<file path="src/rtl/uart_pkg.sv">
// Shared types and helpers for the UART transmit path.
package uart_pkg;

    typedef enum logic [1:0] {
        IDLE,
        SEND,
        WAIT_BUSY,
        WAIT_DONE
    } arb_state_t;

    localparam int DATA_BITS_DEFAULT = 8;

    function automatic int baud_cycles(input int clock_freq, input int baud_rate);
        return clock_freq / baud_rate;
    endfunction

endpackage

</file>
<file path="src/rtl/uart_tx_arbiter_rr_pick.sv">
// Combinational round-robin selector: first set request at or above ptr, wrapping.
module rr_pick #(
    parameter int N = 4
) (
    input  logic [N-1:0]         req,
    input  logic [$clog2(N)-1:0] ptr,
    output logic                 valid,
    output logic [$clog2(N)-1:0] idx
);

    localparam int IW = $clog2(N);
    localparam int CW = IW + 1;

    logic [CW-1:0] cand;

    // One extra bit holds ptr+k before wrapping, so non-power-of-two N wraps correctly.
    always_comb begin
        valid = 1'b0;
        idx   = '0;
        cand  = '0;
        for (int k = 0; k < N; k++) begin
            cand = {1'b0, ptr} + CW'(k);
            if (cand >= CW'(N)) begin
                cand = cand - CW'(N);
            end
            if (!valid && req[cand[IW-1:0]]) begin
                valid = 1'b1;
                idx   = cand[IW-1:0];
            end
        end
    end

endmodule

</file>
<file path="src/rtl/uart_tx_arbiter.sv">
// Round-robin arbiter sharing one uart_tx among NUM_REQ byte requesters.
module uart_tx_arbiter
    import uart_pkg::*;
#(
    parameter int NUM_REQ      = 4,
    parameter int DATA_BITS    = DATA_BITS_DEFAULT,
    parameter int BUSY_TIMEOUT = 16
) (
    input  logic                         clock,
    input  logic                         reset,
    input  logic [NUM_REQ-1:0]           req,
    input  logic [NUM_REQ*DATA_BITS-1:0] req_data,
    output logic [NUM_REQ-1:0]           ack,
    output logic [$clog2(NUM_REQ)-1:0]   grant_id,
    output logic                         active,
    output logic                         frame_done,
    output logic                         timeout_err,
    output logic [DATA_BITS-1:0]         tx_data,
    output logic                         tx_send,
    input  logic                         tx_busy
);

    localparam int IW = $clog2(NUM_REQ);
    localparam int CW = $clog2(BUSY_TIMEOUT) + 1;
    localparam logic [CW-1:0] CNT_LAST = CW'(BUSY_TIMEOUT - 1);

    arb_state_t           state_q, state_d;
    logic [IW-1:0]        ptr_q, ptr_d;
    logic [CW-1:0]        cnt_q, cnt_d;
    logic [NUM_REQ-1:0]   ack_q, ack_d;
    logic [IW-1:0]        grant_id_q, grant_id_d;
    logic                 active_q, active_d;
    logic                 frame_done_q, frame_done_d;
    logic                 timeout_err_q, timeout_err_d;
    logic [DATA_BITS-1:0] tx_data_q, tx_data_d;

    logic                 pick_valid;
    logic [IW-1:0]        pick_idx;
    logic [DATA_BITS-1:0] pick_data;

    rr_pick #(
        .N(NUM_REQ)
    ) u_pick (
        .req  (req),
        .ptr  (ptr_q),
        .valid(pick_valid),
        .idx  (pick_idx)
    );

    always_comb begin
        pick_data = '0;
        for (int i = 0; i < NUM_REQ; i++) begin
            if (pick_idx == IW'(i)) begin
                pick_data = req_data[i*DATA_BITS +: DATA_BITS];
            end
        end
    end

    // A busy transmitter in IDLE belongs to someone else's frame, so no grant until it clears.
    always_comb begin
        state_d       = state_q;
        ptr_d         = ptr_q;
        cnt_d         = cnt_q;
        ack_d         = '0;
        grant_id_d    = grant_id_q;
        active_d      = active_q;
        frame_done_d  = 1'b0;
        timeout_err_d = 1'b0;
        tx_data_d     = tx_data_q;
        case (state_q)
            IDLE: begin
                if (pick_valid && !tx_busy) begin
                    tx_data_d  = pick_data;
                    grant_id_d = pick_idx;
                    ack_d      = NUM_REQ'(1) << pick_idx;
                    active_d   = 1'b1;
                    ptr_d      = (pick_idx == IW'(NUM_REQ - 1)) ? '0 : pick_idx + 1'b1;
                    state_d    = SEND;
                end
            end
            SEND: begin
                cnt_d   = '0;
                state_d = WAIT_BUSY;
            end
            WAIT_BUSY: begin
                if (tx_busy) begin
                    state_d = WAIT_DONE;
                end else if (cnt_q == CNT_LAST) begin
                    timeout_err_d = 1'b1;
                    active_d      = 1'b0;
                    state_d       = IDLE;
                end else begin
                    cnt_d = cnt_q + 1'b1;
                end
            end
            WAIT_DONE: begin
                if (!tx_busy) begin
                    frame_done_d = 1'b1;
                    active_d     = 1'b0;
                    state_d      = IDLE;
                end
            end
            default: state_d = IDLE;
        endcase
    end

    always_ff @(posedge clock or posedge reset) begin
        if (reset) begin
            state_q       <= IDLE;
            ptr_q         <= '0;
            cnt_q         <= '0;
            ack_q         <= '0;
            grant_id_q    <= '0;
            active_q      <= 1'b0;
            frame_done_q  <= 1'b0;
            timeout_err_q <= 1'b0;
            tx_data_q     <= '0;
        end else begin
            state_q       <= state_d;
            ptr_q         <= ptr_d;
            cnt_q         <= cnt_d;
            ack_q         <= ack_d;
            grant_id_q    <= grant_id_d;
            active_q      <= active_d;
            frame_done_q  <= frame_done_d;
            timeout_err_q <= timeout_err_d;
            tx_data_q     <= tx_data_d;
        end
    end

    assign ack         = ack_q;
    assign grant_id    = grant_id_q;
    assign active      = active_q;
    assign frame_done  = frame_done_q;
    assign timeout_err = timeout_err_q;
    assign tx_data     = tx_data_q;
    assign tx_send     = (state_q == SEND);

endmodule

</file>
<file path="config.mk">
export PLATFORM = sky130hd
export DESIGN_NAME = uart_tx_arbiter
export DESIGN_NICKNAME = d
export VERILOG_FILES = /design/src/rtl/uart_pkg.sv /design/src/rtl/uart_tx_arbiter_rr_pick.sv /design/src/rtl/uart_tx_arbiter.sv
export SDC_FILE = /design/constraint.sdc
export NUM_CORES = 1
export LEC_CHECK = 0
export ABC_AREA = 1
export CAP_MARGIN = 20
export CORE_ASPECT_RATIO = 0.5
export CORE_MARGIN = 2
export CORE_UTILIZATION = 46
export DETAILED_ROUTE_END_ITERATION = 7
export PLACE_DENSITY = 0.8
export SYNTH_ARGS = -nofsm -noshare
export SYNTH_HDL_FRONTEND = slang
export SYNTH_SLANG_ARGS = --single-unit
</file>
<file path="constraint.sdc">
create_clock -name clock -period 3 [get_ports clock]
set_input_delay 0.3 -clock clock [delete_from_list [all_inputs] [get_ports clock]]
set_output_delay 0.3 -clock clock [all_outputs]
set_load 0.01 [all_outputs]
</file>
==> key figures, run 1 <==
Status
  • Status: finished, final reports clean

Drt
  • Total Wirelength: 4318 um
  • Initial DRC Count: 97
  • Final ANT Viol Nets: 0
  • Routed length per instance: 12.44 um
  • Vias per Instance: 4.893
  • Via total after detailed routing: 1698
  • Remaining DRCs: 0
  • Initial DRT Pass Iterations: 5

STA
  • Post-Route Skew: 0.006835 ns
  • Slew Viols, Final: 0
  • RSZ-0062 raised after global routing: false
  • Final hold vios: 0
  • Tmin final: 2.683 ns
  • Setup TNS: 0 ns
  • Final worst-path setup slack: 0.3165 ns
  • Final period util: 89.45%
  • Slew Limit Headroom: 69.26%
  • Final Setup Violations: 0
  • Worst-Margin Slew: 0.4611 ns
  • Highest clock rate: 372.7 MHz

Clocking
  • Clock transition at path regs: 0.10 ns
  • Bufs on Longest Clock Path: 2
  • CTS Root Buffer Type: clkbuf_8
  • H-tree depth: 1
  • Hold Buf Count CTS: 0
  • Clock Latency Late Sink: 0.28 ns
  • # clock sinks: 26
  • CTS Buf Count: 3
  • Setup Fix Bufs, Post-CTS: 0
  • CTS tree: built

Die
  • Vert. Die Dim: 47.23 um
  • Initial Util: 48.98%
  • Row count: 15
  • Die W: 90.46 um
  • Die ar.: 4272 um2
  • Core footprint: 3510 um2
  • I/O Pins: 57

Final layout
  • Final-stage net count: 346
  • Fill cell count: 288
  • Layout cell share with drive strength beyond 1: 7.770%
  • Number of diodes: 0
  • Synth-to-layout area growth: 39.88%
  • Layout Cells excl Fill: 347
  • FF/Latch Area: 651.9 um2
  • Area of the multi-input gates: 922.1 um2
  • Finished layout cell area: 2405 um2

Placement
  • DP Cell Count: 342
  • Placed Area: 2302 um2
  • Post-DP HPWL: 3403 um
  • Final Wtd Congestion: 0.9026
  • DP Worst Slack: 0.1239 ns
  • Number of port buffers: 56

Power
  • Pleak: 1.176 nW
  • Power Density: 1145 nW/um2
  • Peak VDD IR: 0.5305 mV
  • Total power: 0.002754 W

Job
  • Max-cap viol count: 0

Synth
  • Yosys top cell area share: 37.85%
  • Number of synthesized flops with an enable pin: 0
  • Syn nets: 290
  • Yosys reg bits: 26
  • Avg Inst Size Synth: 7.133 um2
  • Dominant cell type by area after synthesis: dfrtp_1
  • Syn Inst Count: 241
  • Syn. warnings: 0
  • Netlist cell types: 25
  • Mapped cell area: 1719 um2
  • Synth top area cells: dfrtp_1, nand2_1, ha_1
  • Fraction of registers with async set or reset after synthesis: 100.0%
  • Count leader, synth: nand2_1
  • Primary FF master, synth: dfrtp_1
  • Register area share after synthesis: 37.85%
  • Post-synth top cells: nand2_1, dfrtp_1, o21ai_0

Worst setup path
  • Worst EP arrival: 2.85 ns
  • Worst Path Buf+Inv: 3
  • CP peak stage delay: 0.50 ns
  • Critical path class: reg -> reg
  • Top Family by Delay on Critical Path: simple AND/OR/NAND/NOR gates
  • Worst-path fanout max: 11
  • Slowest cell on crit path: dfrtp_2
  • CP Capture Type: flop
  • Critical Path RT: 3.17 ns
  • Crit start category: flop
  • CP dominant cell by count: nand2_1
  • Worst-path cell chain: inv_2 -> nand2_1 -> nand3_1 -> nand2_2 -> nor2_4 -> nand3_1 -> nand3_1 -> nand2_1 -> inv_1 -> ha_1 -> inv_1 -> o21ai_0 -> o21ai_0 -> nand2_1 -> nand2_1

Global route
  • Met1 demand-to-capacity share in global routing: 25.82%
  • Largest net degree at the start of global routing: 27
  • Initial antenna violation count: 0
  • Met2 usage: 38.95%
  • First-pass GRT wire length: 7010 um
  • Vias in the first global route: 1559
  • M3 GR Usage: 4.976%
  • GR peak layer: met2
  • Tot GR Track Use: 20.96%
  • Grt total ovfl: 0

Worst hold path
  • Worst hold-check path type: in -> async
flip-flops by register name (all words and copies together) (netlist names):
name,flops
frame_done,1
active,1
timeout_err,1
cnt_q,5
ptr_q,2
tx_data,8
grant_id,2
ack,4
state_q,2
through the flow:
stage	utilization [%]	hold slack, ns
after floorplan	-	0.3400
after global placement	65.60	0.4602
after detailed placement	65.60	0.4691
after CTS	67.63	0.4924
after global routing	68.52	0.2163
final	68.52	0.2141
worst paths after layout:
path                                         from                      to  slack (ns)  cells after the start
max                          ptr_q[0]$_DFFE_PP0P_  tx_data[1]$_DFFE_PP0P_        0.32                     15
max in group asynchronous                   reset    ptr_q[0]$_DFFE_PP0P_        2.41                      3
min in group clock         tx_data[3]$_DFFE_PP0P_  tx_data[3]$_DFFE_PP0P_        0.49                      2
min                                         reset  tx_data[3]$_DFFE_PP0P_        0.21                      2
max reg2reg                  ptr_q[0]$_DFFE_PP0P_  tx_data[1]$_DFFE_PP0P_        0.32                     15
min reg2reg                tx_data[3]$_DFFE_PP0P_  tx_data[3]$_DFFE_PP0P_        0.49                      2
worst reg2reg max path, stage by stage (launching register included):
cell and delay (ns):
dfrtp_2 0.50, inv_2 0.15, nand2_1 0.09, nand3_1 0.11, nand2_2 0.09, nor2_4 0.15, nand3_1 0.11, nand3_1 0.08
nand2_1 0.11, inv_1 0.11, ha_1 0.34, inv_1 0.22, o21ai_0 0.26, o21ai_0 0.11, nand2_1 0.09, nand2_1 0.05
kinds of logic (layout without fill, tap and decap cells):
logic type	Yosys count	count (layout)	share of synthesized area, %
muxes	1	1	0.5823
and+or+nand+nor	130	130	32.68
AOI/OAI and AO/OA	41	41	12.96
buffers and inverters	33	88	8.661
adders and majority gates	10	10	7.278
DFF	26	26	37.85
routing by layer:
layer / wire [um] / vias to the layer above
li1: - / 875
met1: 2041 / 780
met2: 2096 / 41
met4: 19 / 0
met3: 160 / 2
met5: 0 / -
cell usage in the layout (no fill, tap or decap), drive strengths merged:
cell | synthesis | final
clkbuf | 4 | 3
a32o | 1 | 1
bufinv | 0 | 1
o21ai | 26 | 26
nand3 | 11 | 11
nor2 | 20 | 20
a31oi | 1 | 1
nand4 | 2 | 2
nor3 | 2 | 2
a21oi | 11 | 11
buf | 3 | 2
o211ai | 1 | 1
inv | 26 | 26
mux2i | 1 | 1
ha | 10 | 10
dfrtp | 26 | 26
clkdlybuf4s50 | 0 | 56
nand2 | 95 | 95
o22ai | 1 | 1
what timing repair did:
item / 4_1_cts / 5_1_grt
resized for setup: 0 / 2
hold endpoints to repair: 0 / 0
setup endpoints to repair: 0 / 8
power breakdown:
part | switching, W | leakage (nW) | total (W) | internal (W)
Combinational | 0.00116 | 0.800 | 0.00189 | 0.000732
Clock | 0.000118 | 0.0357 | 0.000296 | 0.000179
Sequential | 0.0000876 | 0.340 | 0.000564 | 0.000476
final cells by class:
class / instances / share of cell area [%]
clock buffers: 3 / 1.717
clock inverters: 1 / 1.249
inverters: 26 / 4.162
multi-input cells: 182 / 38.35
flip-flops and latches: 26 / 27.11
well taps: 51 / 2.653
repair buffers: 58 / 24.77
Power figures use the tool's default switching activity.
==> run 2: changes to the inputs <==
- ABC_CLOCK_PERIOD_IN_PS: unset -> 3000
- CORE_UTILIZATION: 46 -> 47
- PLACE_DENSITY: 0.8 -> 0.81
- SYNTH_HIERARCHICAL: unset -> 1
==> key figures, run 2 <==
Clocking
  • CTS tree: built
  • Clock transition at path regs: 0.09 ns
  • CTS Buf Count: 3
  • # clock sinks: 26
  • Post-CTS Resized: 0
  • H-tree depth: 1
  • Setup Fix Bufs, Post-CTS: 0
  • Hold Buf Count CTS: 0
  • CTS Root Buffer Type: clkbuf_8
  • Bufs on Longest Clock Path: 2
  • Clock Latency Late Sink: 0.27 ns

Synth
  • Syn. warnings: 6
  • Number of synthesized flops with an enable pin: 0
  • Syn Inst Count: 250
  • Primary FF master, synth: dfrtp_1
  • Fraction of registers with async set or reset after synthesis: 100.0%
  • Syn nets: 300
  • Dominant cell type by area after synthesis: dfrtp_1
  • Mapped cell area: 1836 um2
  • Register area share after synthesis: 35.45%
  • Post-synth top cells: nand2_1, inv_1, dfrtp_1
  • Avg Inst Size Synth: 7.342 um2
  • Yosys top cell area share: 35.45%
  • Yosys reg bits: 26
  • Count leader, synth: nand2_1
  • Netlist cell types: 25
  • Synth top area cells: dfrtp_1, nand2_1, ha_1

Power
  • Combinational fraction of design power: 65.8%
  • Clock power share: 11.6%
  • Power share of the sequential group: 22.6%
  • Pleak: 1.280 nW
  • Switching Fraction: 47.83%
  • Sw power: 0.001214 W
  • P_int: 0.001324 W
  • Peak VDD IR: 0.5885 mV
  • Power Density: 1007 nW/um2

Job
  • Max-cap viol count: 0

Worst setup path
  • CP Capture Type: flop
  • Worst-path cell chain: inv_2 -> nand2_4 -> nand2_4 -> nand2_1 -> nand2_1 -> a21oi_1 -> nand2_1 -> nand2_1 -> inv_1 -> inv_1 -> ha_1 -> inv_1 -> or2_2 -> nand3_1 -> nand2_1
  • CP peak stage delay: 0.64 ns
  • Worst-path fanout max: 12
  • Worst Path Buf+Inv: 4
  • Reg2reg start: ptr_q[0]$_DFFE_PP0P_
  • Critical Path RT: 3.17 ns
  • R2R Path End: tx_data[1]$_DFFE_PP0P_
  • R2R depth: 15
  • Slowest cell on crit path: dfrtp_1
  • Cell depth of the worst setup path: 15
  • CP dominant cell by count: nand2_1
  • Reg2Reg Setup Slack: 0.31 ns
  • Worst EP arrival: 2.86 ns
  • Crit start category: flop
  • Critical path class: reg -> reg
  • Top Family by Delay on Critical Path: simple AND/OR/NAND/NOR gates

Drt
  • Initial DRT Pass Iterations: 5
  • Routed length per instance: 12.16 um
  • Via total after detailed routing: 1718
  • Remaining DRCs: 0
  • Total Wirelength: 4341 um
  • Final ANT Viol Nets: 0
  • Initial DRC Count: 69
  • Vias per Instance: 4.812

Global route
  • Grt total ovfl: 0
  • Initial antenna violation count: 0
  • Tot GR Track Use: 20.18%
  • Vias in the first global route: 1626
  • Largest net degree at the start of global routing: 27
  • First-pass GRT wire length: 6900 um

STA
  • Worst-Margin Slew: 0.4678 ns
  • Post-Route Skew: 0.003025 ns
  • RSZ-0062 raised after global routing: false
  • Final Setup Violations: 0
  • Final period util: 89.73%
  • Highest clock rate: 371.5 MHz
  • Final hold vios: 0
  • Slew Viols, Final: 0
  • Tmin final: 2.692 ns
  • Setup TNS: 0 ns
  • Slew Limit Headroom: 68.82%

Final layout
  • Finished layout cell area: 2521 um2
  • Largest register FFs: 8
  • Most frequent cells in the layout: nand2_1, clkdlybuf4s50_1, inv_1
  • Final-stage net count: 357
  • Commonest non-fill, non-tap cell in the layout: nand2_1
  • Fill cell count: 287
  • Layout cell share with drive strength beyond 1: 14.38%
  • Number of diodes: 0
  • Final Util: 70.33%
  • Synth-to-layout area growth: 37.36%

Die
  • Core footprint: 3585 um2
  • Row count: 15
  • Die W: 92.38 um
  • Die ar.: 4452 um2
  • I/O Pins: 57
  • Vert. Die Dim: 48.19 um
  • Initial Util: 51.20%

Status
  • Status: finished, final reports clean

Placement
  • Placed Area: 2422 um2
  • Final Wtd Congestion: 0.9353
  • Post-DP HPWL: 3431 um
  • Number of port buffers: 56

Worst hold path
  • Worst hold-check path type: in -> async
-- run 2: cell types whose count changed after synthesis, sizes merged, moves of 2 or more --
cell    delta
nor2       -6
nand3     +11
clkbuf     -4
or2        +9
inv        +8
a21oi      +6
o21ai     -20
nand4      +2
buf        +2
-- run 2: cells by family (layout without fill, tap and decap cells) --
family                     Yosys count  in the layout  share of synthesized area (%)
adders and majority gates           11             11                          7.498
DFF                                 26             26                          35.45
muxes                                1              1                         0.5454
buffers and inverters               39             95                          8.997
and+or+nand+nor                    147            147                          40.15
AOI/OAI and AO/OA                   26             26                          7.362
-- run 2: worst max-delay path by stage --
stage / startpoint / endpoint / slack, ns
finish: ptr_q[0]$_DFFE_PP0P_ / tx_data[1]$_DFFE_PP0P_ / 0.31
CTS: ptr_q[0]$_DFFE_PP0P_ / tx_data[1]$_DFFE_PP0P_ / 0.32
floorplan: ptr_q[0]$_DFFE_PP0P_ / tx_data[0]$_DFFE_PP0P_ / 0.94
detailed placement: req[1] / tx_data[5]$_DFFE_PP0P_ / 0.34
global placement: req[2] / tx_data[1]$_DFFE_PP0P_ / 0.43
global route: ptr_q[0]$_DFFE_PP0P_ / tx_data[2]$_DFFE_PP0P_ / 0.008
-- run 2: stage by stage --
step	hold slack, ns	setup WS [ns]	total power, W	cells
after global routing	0.3192	0.007675	0.002775	357
after detailed placement	0.4668	0.3401	0.002227	352
final	0.2767	0.3082	0.002538	357
after global placement	0.4574	0.4279	0.002182	352
after CTS	0.4905	0.3216	0.002540	356
after floorplan	0.3400	0.9390	0.001779	250
-- run 2: layer usage --
| layer | GRT usage, % | vias to the layer above | wire [um] | share of wire [%] |
|---|---|---|---|---|
| met5 | 0 | - | 0 | 0 |
| met4 | 5.970 | 0 | 67 | 1.5 |
| met3 | 3.864 | 6 | 118 | 2.7 |
| met2 | 40.00 | 33 | 2214 | 51 |
| met1 | 23.70 | 781 | 1941 | 45 |
| li1 | - | 898 | - | - |
-- run 2: final cells by class --
class	count	area (um2)	share of cell area [%]
well taps	51	63.81	2.531
repair buffers	57	588.1	23.33
clock inverters	1	30.03	1.191
clock buffers	3	41.29	1.638
flip-flops and latches	26	650.6	25.81
inverters	34	127.6	5.062
multi-input cells	185	1020	40.45
-- run 2: power by group through the flow --
stage	Combinational [W]	Sequential (W)	Clock, W
2_1_floorplan	0.00119	0.000592	0
3_3_place_gp	0.00160	0.000579	0
3_5_place_dp	0.00165	0.000580	0
4_1_cts	0.00167	0.000574	0.000297
5_1_grt	0.00187	0.000592	0.000310
6_report	0.00167	0.000573	0.000294
-- run 2: worst register-to-register path, cell delays in order (launching register included) --
cell and delay [ns]:
dfrtp_1 0.64, inv_2 0.18, nand2_4 0.12, nand2_4 0.06, nand2_1 0.06, nand2_1 0.07, a21oi_1 0.13, nand2_1 0.06
nand2_1 0.08, inv_1 0.07, inv_1 0.10, ha_1 0.35, inv_1 0.19, or2_2 0.33, nand3_1 0.09, nand2_1 0.05
==> run 3: changes to the inputs <==
- SLEW_MARGIN: unset -> 20
==> key figures, run 3 (synthesized netlist as in run 2, its figures left out) <==
Worst setup path
  • Critical path class: reg -> reg
  • CP dominant cell by count: nand2_1
  • Crit start category: flop
  • CP Capture Type: flop
  • Slowest cell on crit path: dfrtp_1
  • Worst Path Buf+Inv: 4
  • Worst-path cell chain: inv_2 -> nand2_4 -> nand2_4 -> nand2_1 -> nand2_1 -> a21oi_1 -> nand2_1 -> nand2_1 -> inv_1 -> inv_1 -> ha_1 -> inv_1 -> or2_2 -> nand3_1 -> nand2_1
  • Top Family by Delay on Critical Path: simple AND/OR/NAND/NOR gates
  • Worst-path fanout max: 12
  • Worst EP arrival: 2.84 ns
  • CP peak stage delay: 0.64 ns
  • Critical Path RT: 3.16 ns

Drt
  • Remaining DRCs: 0
  • Initial DRC Count: 70
  • Initial DRT Pass Iterations: 7
  • Total Wirelength: 4291 um
  • Via total after detailed routing: 1732
  • Final ANT Viol Nets: 0
  • Routed length per instance: 12.05 um
  • Vias per Instance: 4.865

STA
  • Highest clock rate: 373.9 MHz
  • Final hold vios: 0
  • Final hold slack: 0.3878 ns
  • Final Setup Violations: 0
  • Tmin final: 2.675 ns
  • Slew Limit Headroom: 62.92%
  • Worst-Margin Slew: 0.5554 ns
  • Setup TNS: 0 ns
  • Post-Route Skew: 0.003899 ns
  • Slew Viols, Final: 0
  • RSZ-0062 raised after global routing: false
  • Final period util: 89.16%

Power
  • Sw power: 0.001209 W
  • Pleak: 1.267 nW
  • Power Density: 1014 nW/um2
  • Switching Fraction: 47.80%
  • P_int: 0.001320 W
  • Combinational fraction of design power: 65.8%
  • Power share of the sequential group: 22.7%
  • Peak VDD IR: 0.5852 mV
  • Clock power share: 11.6%

Global route
  • Largest net degree at the start of global routing: 27
  • Tot GR Track Use: 20.18%
  • First-pass GRT wire length: 6900 um
  • Grt total ovfl: 0
  • Initial antenna violation count: 0
  • Vias in the first global route: 1626

Final layout
  • Area of the multi-input gates: 1020 um2
  • Largest register FFs: 8
  • Final-stage net count: 356
  • Synth-to-layout area growth: 35.86%
  • Number of diodes: 0
  • Most frequent cells in the layout: nand2_1, clkdlybuf4s50_1, inv_1
  • Fill cell count: 288
  • FF/Latch Area: 650.6 um2
  • Layout cell share with drive strength beyond 1: 14.43%
  • Layout Cells excl Fill: 356
  • Commonest non-fill, non-tap cell in the layout: nand2_1

Clocking
  • Clock transition at path regs: 0.09 ns
  • CTS Root Buffer Type: clkbuf_8
  • Setup Fix Bufs, Post-CTS: 0
  • # clock sinks: 26
  • H-tree depth: 1
  • CTS Buf Count: 3
  • Clock Latency Late Sink: 0.27 ns
  • CTS tree: built
  • Post-CTS Resized: 0
  • Hold Buf Count CTS: 0
  • Bufs on Longest Clock Path: 2

Die
  • I/O Pins: 57
  • Core footprint: 3585 um2
  • Vert. Die Dim: 48.19 um
  • Row count: 15
  • Die ar.: 4452 um2
  • Initial Util: 51.20%
  • Die W: 92.38 um

Job
  • Max-cap viol count: 0

Placement
  • Number of port buffers: 56
  • Final Wtd Congestion: 0.9353
  • DP Cell Count: 352
  • Post-DP HPWL: 3431 um

Status
  • Status: finished, final reports clean

Worst hold path
  • Worst hold-check path type: in -> async
## run 3: cell types whose count changed in the layout (fill, tap and decap cells not counted), sizes merged
cell / delta
buf: -1
## run 3: final timing paths
check	startpoint	to	slack, ns	cells after the start
min reg2reg	active$_DFFE_PP0P_	active$_DFFE_PP0P_	0.48	2
max	ptr_q[0]$_DFFE_PP0P_	tx_data[1]$_DFFE_PP0P_	0.33	15
max in group asynchronous	reset	grant_id[1]$_DFFE_PP0P_	2.24	2
min in group clock	active$_DFFE_PP0P_	active$_DFFE_PP0P_	0.48	2
max reg2reg	ptr_q[0]$_DFFE_PP0P_	tx_data[1]$_DFFE_PP0P_	0.33	15
min	reset	ack[3]$_DFF_PP0_	0.39	2
## run 3: metrics by stage
step | worst slack, ns | total power, W | area, um2 | utilization [%]
2_1_floorplan | 0.9390 | 0.001779 | 1836 | -
3_3_place_gp | 0.4279 | 0.002182 | 2422 | 67.57
3_5_place_dp | 0.3401 | 0.002227 | 2422 | 67.57
4_1_cts | 0.3216 | 0.002540 | 2494 | 69.56
5_1_grt | 0.007675 | 0.002771 | 2494 | 69.56
6_report | 0.3253 | 0.002529 | 2494 | 69.56
## run 3: layout make-up
class / instances / share of cell area, %
timing repair buffer: 56 / 22.48
sequential: 26 / 26.09
clock buffer: 3 / 1.656
tap: 51 / 2.559
clock inverter: 1 / 1.204
multi-input combinational: 185 / 40.89
inverter: 34 / 5.118
## run 3: power groups by stage
stage | Combinational, W | Sequential, W | Clock (W)
2_1_floorplan | 0.00119 | 0.000592 | 0
3_3_place_gp | 0.00160 | 0.000579 | 0
3_5_place_dp | 0.00165 | 0.000580 | 0
4_1_cts | 0.00167 | 0.000574 | 0.000297
5_1_grt | 0.00187 | 0.000592 | 0.000310
6_report | 0.00166 | 0.000573 | 0.000293
## run 3: layer usage
metal | track usage [%] | routed length [um] | vias up
li1 | - | - | 898
met1 | 23.70 | 1901 | 786
met2 | 40.00 | 2173 | 40
met3 | 3.864 | 128 | 8
met4 | 5.970 | 88 | 0
met5 | 0 | 0 | -
